File: src/rtl/uart_rx_fifo.sv
// Receive FIFO between a UART receiver and a register/bus read port: first-word-fall-through,
// sticky overrun on dropped words. Optional threshold interrupt under UART_RX_FIFO_THRESH_IRQ_EN.
module uart_rx_fifo #(
    parameter int DATA_BITS = 8,
    parameter int DEPTH     = 16,
    localparam int CW       = $clog2(DEPTH) + 1
) (
    input  logic                 clk,
    input  logic                 rst,
    input  logic [DATA_BITS-1:0] rx_data,
    input  logic                 rx_done,
    input  logic                 rx_error,
    input  logic                 rd_en,
    input  logic                 clr_overrun,
`ifdef UART_RX_FIFO_THRESH_IRQ_EN
    input  logic [CW-1:0]        rx_thresh,
    output logic                 irq,
`endif
    output logic [DATA_BITS-1:0] rd_data,
    output logic                 rd_err,
    output logic                 empty,
    output logic                 full,
    output logic [CW-1:0]        count,
    output logic                 overrun
);
    localparam int AW = $clog2(DEPTH);

    logic [DATA_BITS:0] mem_r [DEPTH];
    logic [AW-1:0]      wr_ptr_r;
    logic [AW-1:0]      rd_ptr_r;
    logic [CW-1:0]      count_r;
    logic [CW-1:0]      count_nx_s;
    logic               overrun_r;
    logic               overrun_nx_s;
    logic               empty_s;
    logic               full_s;
    logic               wr_s;
    logic               pop_s;
    logic               drop_s;
    logic [DATA_BITS:0] head_s;

    assign empty_s = (count_r == {CW{1'b0}});
    assign full_s  = (count_r == CW'(DEPTH));

    // Accept/pop/drop decisions; a pop frees a slot so a write into a full FIFO still lands.
    always_comb begin
        pop_s  = rd_en & ~empty_s;
        wr_s   = rx_done & (~full_s | rd_en);
        drop_s = rx_done & full_s & ~rd_en;
    end

    // Next-state occupancy and sticky overrun (a new drop beats a clear).
    always_comb begin
        count_nx_s = count_r;
        case ({wr_s, pop_s})
            2'b10:   count_nx_s = count_r + CW'(1'b1);
            2'b01:   count_nx_s = count_r - CW'(1'b1);
            default: count_nx_s = count_r;
        endcase
        if (drop_s) begin
            overrun_nx_s = 1'b1;
        end else if (clr_overrun) begin
            overrun_nx_s = 1'b0;
        end else begin
            overrun_nx_s = overrun_r;
        end
    end

    // Pointer, count and overrun registers.
    always_ff @(posedge clk) begin
        if (rst) begin
            wr_ptr_r  <= {AW{1'b0}};
            rd_ptr_r  <= {AW{1'b0}};
            count_r   <= {CW{1'b0}};
            overrun_r <= 1'b0;
        end else begin
            if (wr_s) begin
                wr_ptr_r <= wr_ptr_r + AW'(1'b1);
            end
            if (pop_s) begin
                rd_ptr_r <= rd_ptr_r + AW'(1'b1);
            end
            count_r   <= count_nx_s;
            overrun_r <= overrun_nx_s;
        end
    end

    // Storage array; contents need no reset since empty masks the head.
    always_ff @(posedge clk) begin
        if (!rst && wr_s) begin
            mem_r[wr_ptr_r] <= {rx_error, rx_data};
        end
    end

    // Head entry presented with zero read latency, forced to zero when empty.
    always_comb begin
        if (empty_s) begin
            head_s = {(DATA_BITS+1){1'b0}};
        end else begin
            head_s = mem_r[rd_ptr_r];
        end
    end

    assign rd_data = head_s[DATA_BITS-1:0];
    assign rd_err  = head_s[DATA_BITS];
    assign empty   = empty_s;
    assign full    = full_s;
    assign count   = count_r;
    assign overrun = overrun_r;

`ifdef UART_RX_FIFO_THRESH_IRQ_EN
    logic irq_r;

    // Interrupt registered from next-state values so it rises with the landing write.
    always_ff @(posedge clk) begin
        if (rst) begin
            irq_r <= 1'b0;
        end else begin
            irq_r <= overrun_nx_s |
                     ((rx_thresh != {CW{1'b0}}) && (count_nx_s >= rx_thresh));
        end
    end

    assign irq = irq_r;
`endif

endmodule

File: config.mk
export PLATFORM = sky130hd
export DESIGN_NAME = uart_rx_fifo
export DESIGN_NICKNAME = d
export VERILOG_FILES = /design/src/rtl/uart_rx_fifo.sv
export SDC_FILE = /design/constraint.sdc
export NUM_CORES = 1
export LEC_CHECK = 0
export CAP_MARGIN = 25
export CORE_UTILIZATION = 30
export DETAILED_ROUTE_END_ITERATION = 10
export PLACE_DENSITY = 0.48
export SLEW_MARGIN = 20
export SYNTH_ARGS = -nofsm -noshare
export SYNTH_HDL_FRONTEND = slang
export SYNTH_SLANG_ARGS = --single-unit
File: constraint.sdc
create_clock -name clk -period 8.7 [get_ports clk]
set_input_delay 0.87 -clock clk [delete_from_list [all_inputs] [get_ports clk]]
set_output_delay 0.87 -clock clk [all_outputs]
set_load 0.005 [all_outputs]
==> results of run 1 <==
synth_stat cells, types with 2 or more instances:
cell type  instances  area share
a211oi_1          18       0.021
buf_2              6      0.0046
o21ai_0            2      0.0015
inv_1              6      0.0034
clkbuf_1           7      0.0040
dfxtp_1           18       0.055
buf_6              3      0.0051
ha_1               8       0.015
mux2i_1           12       0.018
nor4b_1            2      0.0027
nand2b_1           3      0.0029
mux4_2            36        0.12
a21oi_1            4      0.0030
xor2_1             7      0.0093
edfxtp_1         144        0.66
nand2_1            5      0.0029
or3_1              2      0.0019
nor3_1             6      0.0046
nor2_1            28       0.016
o211ai_1           2      0.0023
xnor2_1            2      0.0027
buf_4              3      0.0034
nor2b_1           11       0.010
and3_1             2      0.0019
buf_1              3      0.0017
metrics by stage:
| step | util | area [sq um] |
|---|---|---|
| finish | 0.366 | 7760 |
| global placement | 0.337 | 7150 |
| floorplan | - | 6570 |
| global route | 0.366 | 7760 |
| detailed placement | 0.339 | 7190 |
| CTS | 0.365 | 7740 |
how the worst min path moves through the flow:
stage,depth (start not counted),slack [ns],startpoint,endpoint
global placement,2,0.52,rd_ptr_r[3]$_SDFFE_PP0P_,rd_ptr_r[3]$_SDFFE_PP0P_
floorplan,2,0.48,rd_ptr_r[3]$_SDFFE_PP0P_,flop
finish,2,0.55,rd_ptr_r[0]$_SDFFE_PP0P_,flop
global route,2,0.59,rd_ptr_r[0]$_SDFFE_PP0P_,flop
detailed placement,2,0.54,rd_ptr_r[0]$_SDFFE_PP0P_,flop
CTS,2,0.56,rd_ptr_r[0]$_SDFFE_PP0P_,flop
layer usage:
layer  part of all wire  wire length [microns]
met1               0.47                   6510
met2               0.46                   6320
met3              0.053                    731
met4              0.014                    192
met5                  0                      0
logic make-up after synthesis:
kind of cell | share of synthesized area
multiplexers | 0.143
AND/OR/NAND/NOR | 0.0489
flip-flops | 0.713
XOR/XNOR | 0.0120
buffers and inverters | 0.0223
AO/OA/AOI/OAI | 0.0453
adder cells (fa/ha/maj) | 0.0152
area by class of cell:
class	count	area, sq um	area share
Clock inverter	14	130	0.0168
Multi-Input combinational cell	168	1750	0.225
Inverter	6	22.5	0.00290
Sequential cell	162	4690	0.604
Timing Repair Buffer	44	407	0.0524
Clock buffer	17	425	0.0548
Tap cell	275	344	0.0443
worst min-delay path: stages (launching register included):
cell     delay, ns
dfxtp_1       0.36
xor2_1        0.09
nor2_1        0.07
sequential cells by signal, summed over array words and instances (netlist names), named ones only:
signal and flops:
count 5, mem_r 144, overrun 1, rd_ptr_r 4, wr_ptr_r 4
report_power, final:
part	leakage [nW]	switching, W	internal [W]
sequential	1.44	0.0000334	0.000877
combinational	0.695	0.000273	0.000265
clock	0.261	0.000306	0.000396
total	2.40	0.000613	0.00154
==> flow_summary.yaml, run 1 <==
run_status:
  status: "finished clean"
global_routing:
  grt_max_degree: 37
  gr-usage-met3: 0.0399
  antenna_found_initial: 0
  grt_pass1_wl_microns: 20900
  grt_usage: 0.133
  grt_pass1_vias: 3407
  gr-usage-met1: 0.179
  grt_overflow: 0
  grtUsageMet2: 0.201
  top_usage_layer: "met2"
cts:
  postCtsSetupRepairBufs: 0
  cts.repair.resized: 0
  clockBufferDepth: 2
  htreeDepth: 4
  clock-sinks: 162
  tritoncts: "built"
  cts_root_buf: "clkbuf_16"
  cts_hold_buf: 0
  clk_pin_slew_ns: 0.06
  insertion_delay_ns: 0.42
  cts-buffers-inserted: 17
timing:
  period_share: 0.461
  period_minus_slack_ns: 4.01
  skew_ns: 0.00636
  final.setup.tns_ns: 0
  rsz0062_at_grt: "false"
  worstMarginPinSlew_ns: 0.985
  fmax_mhz: 250
  setup_slack_ns: 4.69
  hold_violations: 0
  drv_slew: 0
  setup_viol: 0
  relSlewSlack: 0.338
  timing.hold.ws_ns: 0.553
cells_and_area:
  fill_cells: 1973
  nNetsFinal: 421
  area_growth_pct: 18.1
  fin_cells: 686
  drive_gt1_frac: 0.221
  layout.cells.most_common: "edfxtp_1"
  num_antenna_cells: 0
  layout_common_cells: "edfxtp_1, mux4_2, clkdlybuf4s50_1"
floorplanning:
  start_util: 0.310
  die_area_sq_mm: 0.0225
  die-height_microns: 150
  core_sq_mm: 0.0212
  rows: 53
  die_w_microns: 150
  ios: 31
power_and_ir_drop:
  ir_drop_mv: 0.153
  power.total_w: 0.00215
  p_leak_nw: 2.40
  power_density_mw_per_mm2: 277
setup_path:
  crit_chain: "buf_4 -> mux4_2 -> nor2b_1 -> a211oi_1 -> a211oi_1 -> clkdlybuf4s50_1"
  cp.arrival_ns: 3.14
  reg2regPathDepth: 10
  r2r_end: "count[4]$_SDFFE_PP0P_"
  cp.depth: 6
  required_ns: 7.83
  rrSetupSlack_ns: 5.49
  slowest_stage: "mux4_2"
  slowest_delay_ns: 0.57
  crit_path_max_fanout: 36
  cp_top_family: "buffers and inverters"
  path_buf_inv: 2
  end_kind: "primary output"
  crit_path_end: "rd_err"
  worst-setup-path-type: "flop to primary output"
  reg2reg_from: "count[2]$_SDFFE_PP0P_"
  start_kind: "flop"
  cpMostUsedCell: "a211oi_1"
synthesis:
  syn_area_per_cell_sq_um: 18.4
  synthesis.nets: 380
  synth.distinct_cells: 43
  synth_edf_count: 144
  netlist_instances: 358
  synth_warnings: 0
  ys_ff_latch: 162
  synth_flop_cell: "edfxtp_1"
  syn-cell-area_sq_mm: 0.00657
  ys_seq_area_frac: 0.713
  async_reset_ff_frac: 0
drt:
  dr.pass1.iters: 4
  wl_microns: 13800
  via_count: 3329
  drt_iter0_drc: 227
  avgViaCountPerCell: 4.85
  wire_per_inst_microns: 20.1
  drc: 0
  final_antenna_net_count: 0
min_path:
  hold_path_class: "flop to flop"
place:
  io_buffer_count: 30
  dp_hpwl_microns: 8600
  dp_slack_ns: 4.95
  place.gp.congestion: 0.749
  dp_cells: 652
flow_run:
  maxCapViolations: 0
No activity file was read; power rests on OpenSTA's default activity.
==> inputs of run 2 (changes only) <==
Settings changed: PLACE_DENSITY 0.48 to 0.5.
Clock period 8.7 ns to 3.35 ns, I/O delays scaled along.
==> run 2 against run 1 <==
  * Global-route usage grew 0.50 points
  * Utilization up 0.68 points
  * Clock skew up 0.0050 ns
  * Sequential cell count stayed put
==> flow_summary.yaml, run 2 (synthesis results as in run 1) <==
timing:
  worstMarginPinSlew_ns: 0.872
  timing.hold.ws_ns: 0.542
  fmax_mhz: 320
  drv_slew: 0
  rsz0062_at_grt: "false"
  final.setup.tns_ns: 0
  hold_violations: 0
  setup_viol: 0
  skew_ns: 0.0113
  relSlewSlack: 0.414
  period_share: 0.933
  period_minus_slack_ns: 3.13
global_routing:
  antenna_found_initial: 0
  grt_max_degree: 21
  grt_pass1_vias: 3487
  grt_pass1_wl_microns: 21700
  grt_overflow: 0
  grt_usage: 0.138
setup_path:
  slowest_delay_ns: 0.53
  start_kind: "flop"
  crit_chain: "buf_4 -> mux4_2 -> nor2b_1 -> a211oi_1 -> a211oi_1 -> clkdlybuf4s50_1"
  worst-setup-path-type: "flop to primary output"
  crit_path_max_fanout: 15
  slowest_stage: "mux4_2"
  cpMostUsedCell: "a211oi_1"
  cp.arrival_ns: 2.79
  end_kind: "primary output"
  required_ns: 3.01
place:
  place.gp.congestion: 0.732
  dp_hpwl_microns: 8990
  io_buffer_count: 30
power_and_ir_drop:
  p_leak_nw: 2.50
  ir_drop_mv: 0.377
  p_int_w: 0.00407
  power.total_w: 0.00569
  p_comb_frac: 0.244
  p_sw_w: 0.00162
  power_density_mw_per_mm2: 719
  p_sw_frac: 0.284
  pwr-share-clk: 0.328
  p_seq_frac: 0.428
min_path:
  hold_path_class: "flop to flop"
cells_and_area:
  area_growth_pct: 20.3
  drive_gt1_frac: 0.246
  fill_cells: 1995
  num_antenna_cells: 0
  nNetsFinal: 436
  largest_register_ffs: 144
  layout.cells.most_common: "edfxtp_1"
  regMostFlops: "mem_r"
  layout_common_cells: "edfxtp_1, mux4_2, clkdlybuf4s50_1"
floorplanning:
  start_util: 0.310
  ios: 31
  die-height_microns: 150
  rows: 53
  die_w_microns: 150
  die_area_sq_mm: 0.0225
  core_sq_mm: 0.0212
cts:
  tritoncts: "built"
  cts-buffers-inserted: 17
  clk_pin_slew_ns: 0.06
  cts_root_buf: "clkbuf_16"
  htreeDepth: 4
  clockBufferDepth: 2
  cts_hold_buf: 0
  clock-sinks: 162
  insertion_delay_ns: 0.42
drt:
  dr.pass1.iters: 4
  avgViaCountPerCell: 4.81
  drt_iter0_drc: 206
  wire_per_inst_microns: 20.3
  wl_microns: 14200
  final_antenna_net_count: 0
  drc: 0
  via_count: 3379
run_status:
  status: "finished clean"
flow_run:
  maxCapViolations: 0
==> run 2: changes by cell type in the layout (fill, tap and decap cells not counted), sizes merged <==
cell | before | now
clkinvlp | 4 | 3
inv | 12 | 10
clkinv | 3 | 7
buf | 14 | 29
==> run 2: power by group through the flow <==
stage / clock [W] / combinational [W] / sequential [W]
floorplan: 0 / 0.000933 / 0.00237
CTS: 0.00191 / 0.00142 / 0.00244
finish: 0.00187 / 0.00139 / 0.00243
detailed placement: 0 / 0.00141 / 0.00248
global route: 0.00199 / 0.00152 / 0.00246
global placement: 0 / 0.00139 / 0.00247
==> run 2: final cells by class <==
type                       instances  area, sq um  share of cell area
timing repair buffer              59          531              0.0671
clock inverter                    15          154              0.0195
multi-input combinational        168         1740               0.221
tap                              275          344              0.0435
inverter                           6         22.5             0.00285
clock buffer                      17          425              0.0538
sequential                       162         4690               0.593
==> run 2: metrics by stage <==
| step | setup slack, ns | instances | util | cell area (sq um) |
|---|---|---|---|---|
| global route | 0.0161 | 702 | 0.373 | 7910 |
| finish | 0.225 | 702 | 0.373 | 7910 |
| detailed placement | 0.291 | 670 | 0.345 | 7320 |
| global placement | 0.397 | 668 | 0.344 | 7310 |
| floorplan | 0.251 | 358 | - | 6570 |
| CTS | 0.148 | 702 | 0.372 | 7900 |
==> run 2: worst max-delay path: cells and delay by family, from the launching register on <==
family,cells,cell delay (ns)
compound gates,2,0.43
buf+inv,2,0.83
flops,1,0.44
mux,1,0.53
simple gates,1,0.14
==> run 2: final timing paths <==
check | startpoint | end | slack, ns | cells after the start
max reg2reg | count[1]$_SDFFE_PP0P_ | count[4]$_SDFFE_PP0P_ | 0.35 | 10
max | flop | rd_data[2] | 0.22 | 6
min reg2reg | rd_ptr_r[3]$_SDFFE_PP0P_ | rd_ptr_r[3]$_SDFFE_PP0P_ | 0.54 | 2
min | rd_ptr_r[3]$_SDFFE_PP0P_ | rd_ptr_r[3]$_SDFFE_PP0P_ | 0.54 | 2
==> run 2: what timing repair did <==
action                                  in CTS  in global routing
hold endpoints to repair                     0                  0
endpoints found under the setup margin       0                  1
resized for setup                            0                  1
buffers inserted                             0                  0
==> run 2: layer usage <==
layer  global-route usage  up-vias  part of all wire  routed length, microns
met2                0.220       85              0.48                    6890
met5                    0        -                 0                       0
li1                     -     1544                 -                       -
met1                0.184     1739              0.45                    6440
met3               0.0360       11             0.050                     715
met4               0.0374        0             0.012                     172
==> inputs of run 3 (changes only) <==
Settings changed: REMOVE_ABC_BUFFERS set to 1.
==> run 3 against run 2 <==
  * Combinational power is 6% lower
  * Worst setup slack better by 0.032 ns
  * Final cell count is 0.57% lower
  * Critical endpoint is now rd_data[5]
  * Largest power group unchanged
==> flow_summary.yaml, run 3 (synthesis results as in run 1) <==
run_status:
  status: "finished clean"
global_routing:
  grt_usage: 0.133
  grt_pass1_vias: 3486
  grt_max_degree: 25
  grt_pass1_wl_microns: 21000
  grt_overflow: 0
  antenna_found_initial: 0
timing:
  fmax_mhz: 323
  period_minus_slack_ns: 3.09
  setup_slack_ns: 0.256
  period_share: 0.924
  worstMarginPinSlew_ns: 0.830
  setup_viol: 0
  final.setup.tns_ns: 0
  hold_violations: 0
  drv_slew: 0
  skew_ns: 0.00743
  relSlewSlack: 0.446
  rsz0062_at_grt: "false"
  timing.hold.ws_ns: 0.546
setup_path:
  crit_path_max_fanout: 14
  required_ns: 3.01
  end_kind: "primary output"
  reg2regPathDepth: 10
  reg2reg_from: "count[1]$_SDFFE_PP0P_"
  r2r_end: "count[4]$_SDFFE_PP0P_"
  crit_path_end: "rd_data[5]"
  cp.arrival_ns: 2.76
  start_kind: "flop"
  rrSetupSlack_ns: 0.30
  worst-setup-path-type: "flop to primary output"
cells_and_area:
  regMostFlops: "mem_r"
  layout.cells.most_common: "edfxtp_1"
  num_antenna_cells: 0
  area_growth_pct: 19.8
  layout_common_cells: "edfxtp_1, mux4_2, clkdlybuf4s50_1"
  largest_register_ffs: 144
  fin_cells: 698
  nNetsFinal: 432
  ff_latch_area_sq_mm: 0.00469
  fill_cells: 1993
  drive_gt1_frac: 0.236
  multi_input_area_sq_mm: 0.00174
cts:
  clockBufferDepth: 2
  clock-sinks: 162
  cts-buffers-inserted: 17
  cts_root_buf: "clkbuf_16"
  htreeDepth: 4
  clk_pin_slew_ns: 0.06
  cts_hold_buf: 0
  insertion_delay_ns: 0.41
  tritoncts: "built"
drt:
  via_count: 3339
  final_antenna_net_count: 0
  dr.pass1.iters: 4
  drc: 0
  avgViaCountPerCell: 4.78
  wire_per_inst_microns: 19.6
  wl_microns: 13600
  drt_iter0_drc: 189
floorplanning:
  ios: 31
  core_sq_mm: 0.0212
  start_util: 0.310
  die_area_sq_mm: 0.0225
  rows: 53
  die_w_microns: 150
  die-height_microns: 150
power_and_ir_drop:
  ir_drop_mv: 0.364
  p_leak_nw: 2.47
  power_density_mw_per_mm2: 716
  power.total_w: 0.00564
min_path:
  hold_path_class: "flop to flop"
  hp-start: "rd_ptr_r[3]$_SDFFE_PP0P_"
place:
  dp_slack_ns: 0.317
  dp_cells: 665
  place.gp.congestion: 0.771
  dp_hpwl_microns: 8720
  io_buffer_count: 30
flow_run:
  maxCapViolations: 0
[run 3: cell type report]
class / count / share of cell area
flip-flops and latches: 162 / 0.596
repair buffers: 55 / 0.0636
well taps: 275 / 0.0437
clock inverters: 15 / 0.0189
clock buffers: 17 / 0.0540
multi-input cells: 168 / 0.221
inverters: 6 / 0.00286
[run 3: stage by stage]
step | area, sq um | util
floorplan | 6450 | -
global placement | 7290 | 0.343
detailed placement | 7290 | 0.344
CTS | 7860 | 0.371
global route | 7870 | 0.371
finish | 7870 | 0.371
[run 3: critical path, cell delays in order, from the launching register on]
cell and delay (ns):
dfxtp_2 0.54, buf_4 0.34, mux4_2 0.55, a211oi_1 0.33, a211oi_1 0.10, clkdlybuf4s50_1 0.49
[run 3: power breakdown]
| part | total [W] | switching [W] | internal, W |
|---|---|---|---|
| registers | 0.00246 | 0.000178 | 0.00228 |
| logic | 0.00131 | 0.000588 | 0.000721 |
| clock network | 0.00187 | 0.000825 | 0.00105 |
[run 3: worst min-delay path by stage]
stage | endpoint | slack [ns] | cells past startpoint
final | rd_ptr_r[3]$_SDFFE_PP0P_ | 0.55 | 2
after global routing | wr_ptr_r[2]$_SDFFE_PP0P_ | 0.59 | 2
after CTS | rd_ptr_r[3]$_SDFFE_PP0P_ | 0.55 | 2
after detailed placement | flop | 0.53 | 2
after global placement | rd_ptr_r[3]$_SDFFE_PP0P_ | 0.51 | 2
after floorplan | count[2]$_SDFFE_PP0P_ | 0.40 | 1
[run 3: per-layer routing]
metal	wire, microns	up-vias	track usage
li1	-	1531	-
met1	6460	1740	0.176
met2	6660	63	0.213
met3	455	5	0.0369
met4	72	0	0.0379
met5	0	-	0
[run 3: timing repair]
| action | in CTS | in global routing |
|---|---|---|
| setup buffers | 0 | 0 |
| endpoints found under the setup margin | 0 | 4 |
| resized for setup | 0 | 1 |
| hold endpoints to repair | 0 | 0 |
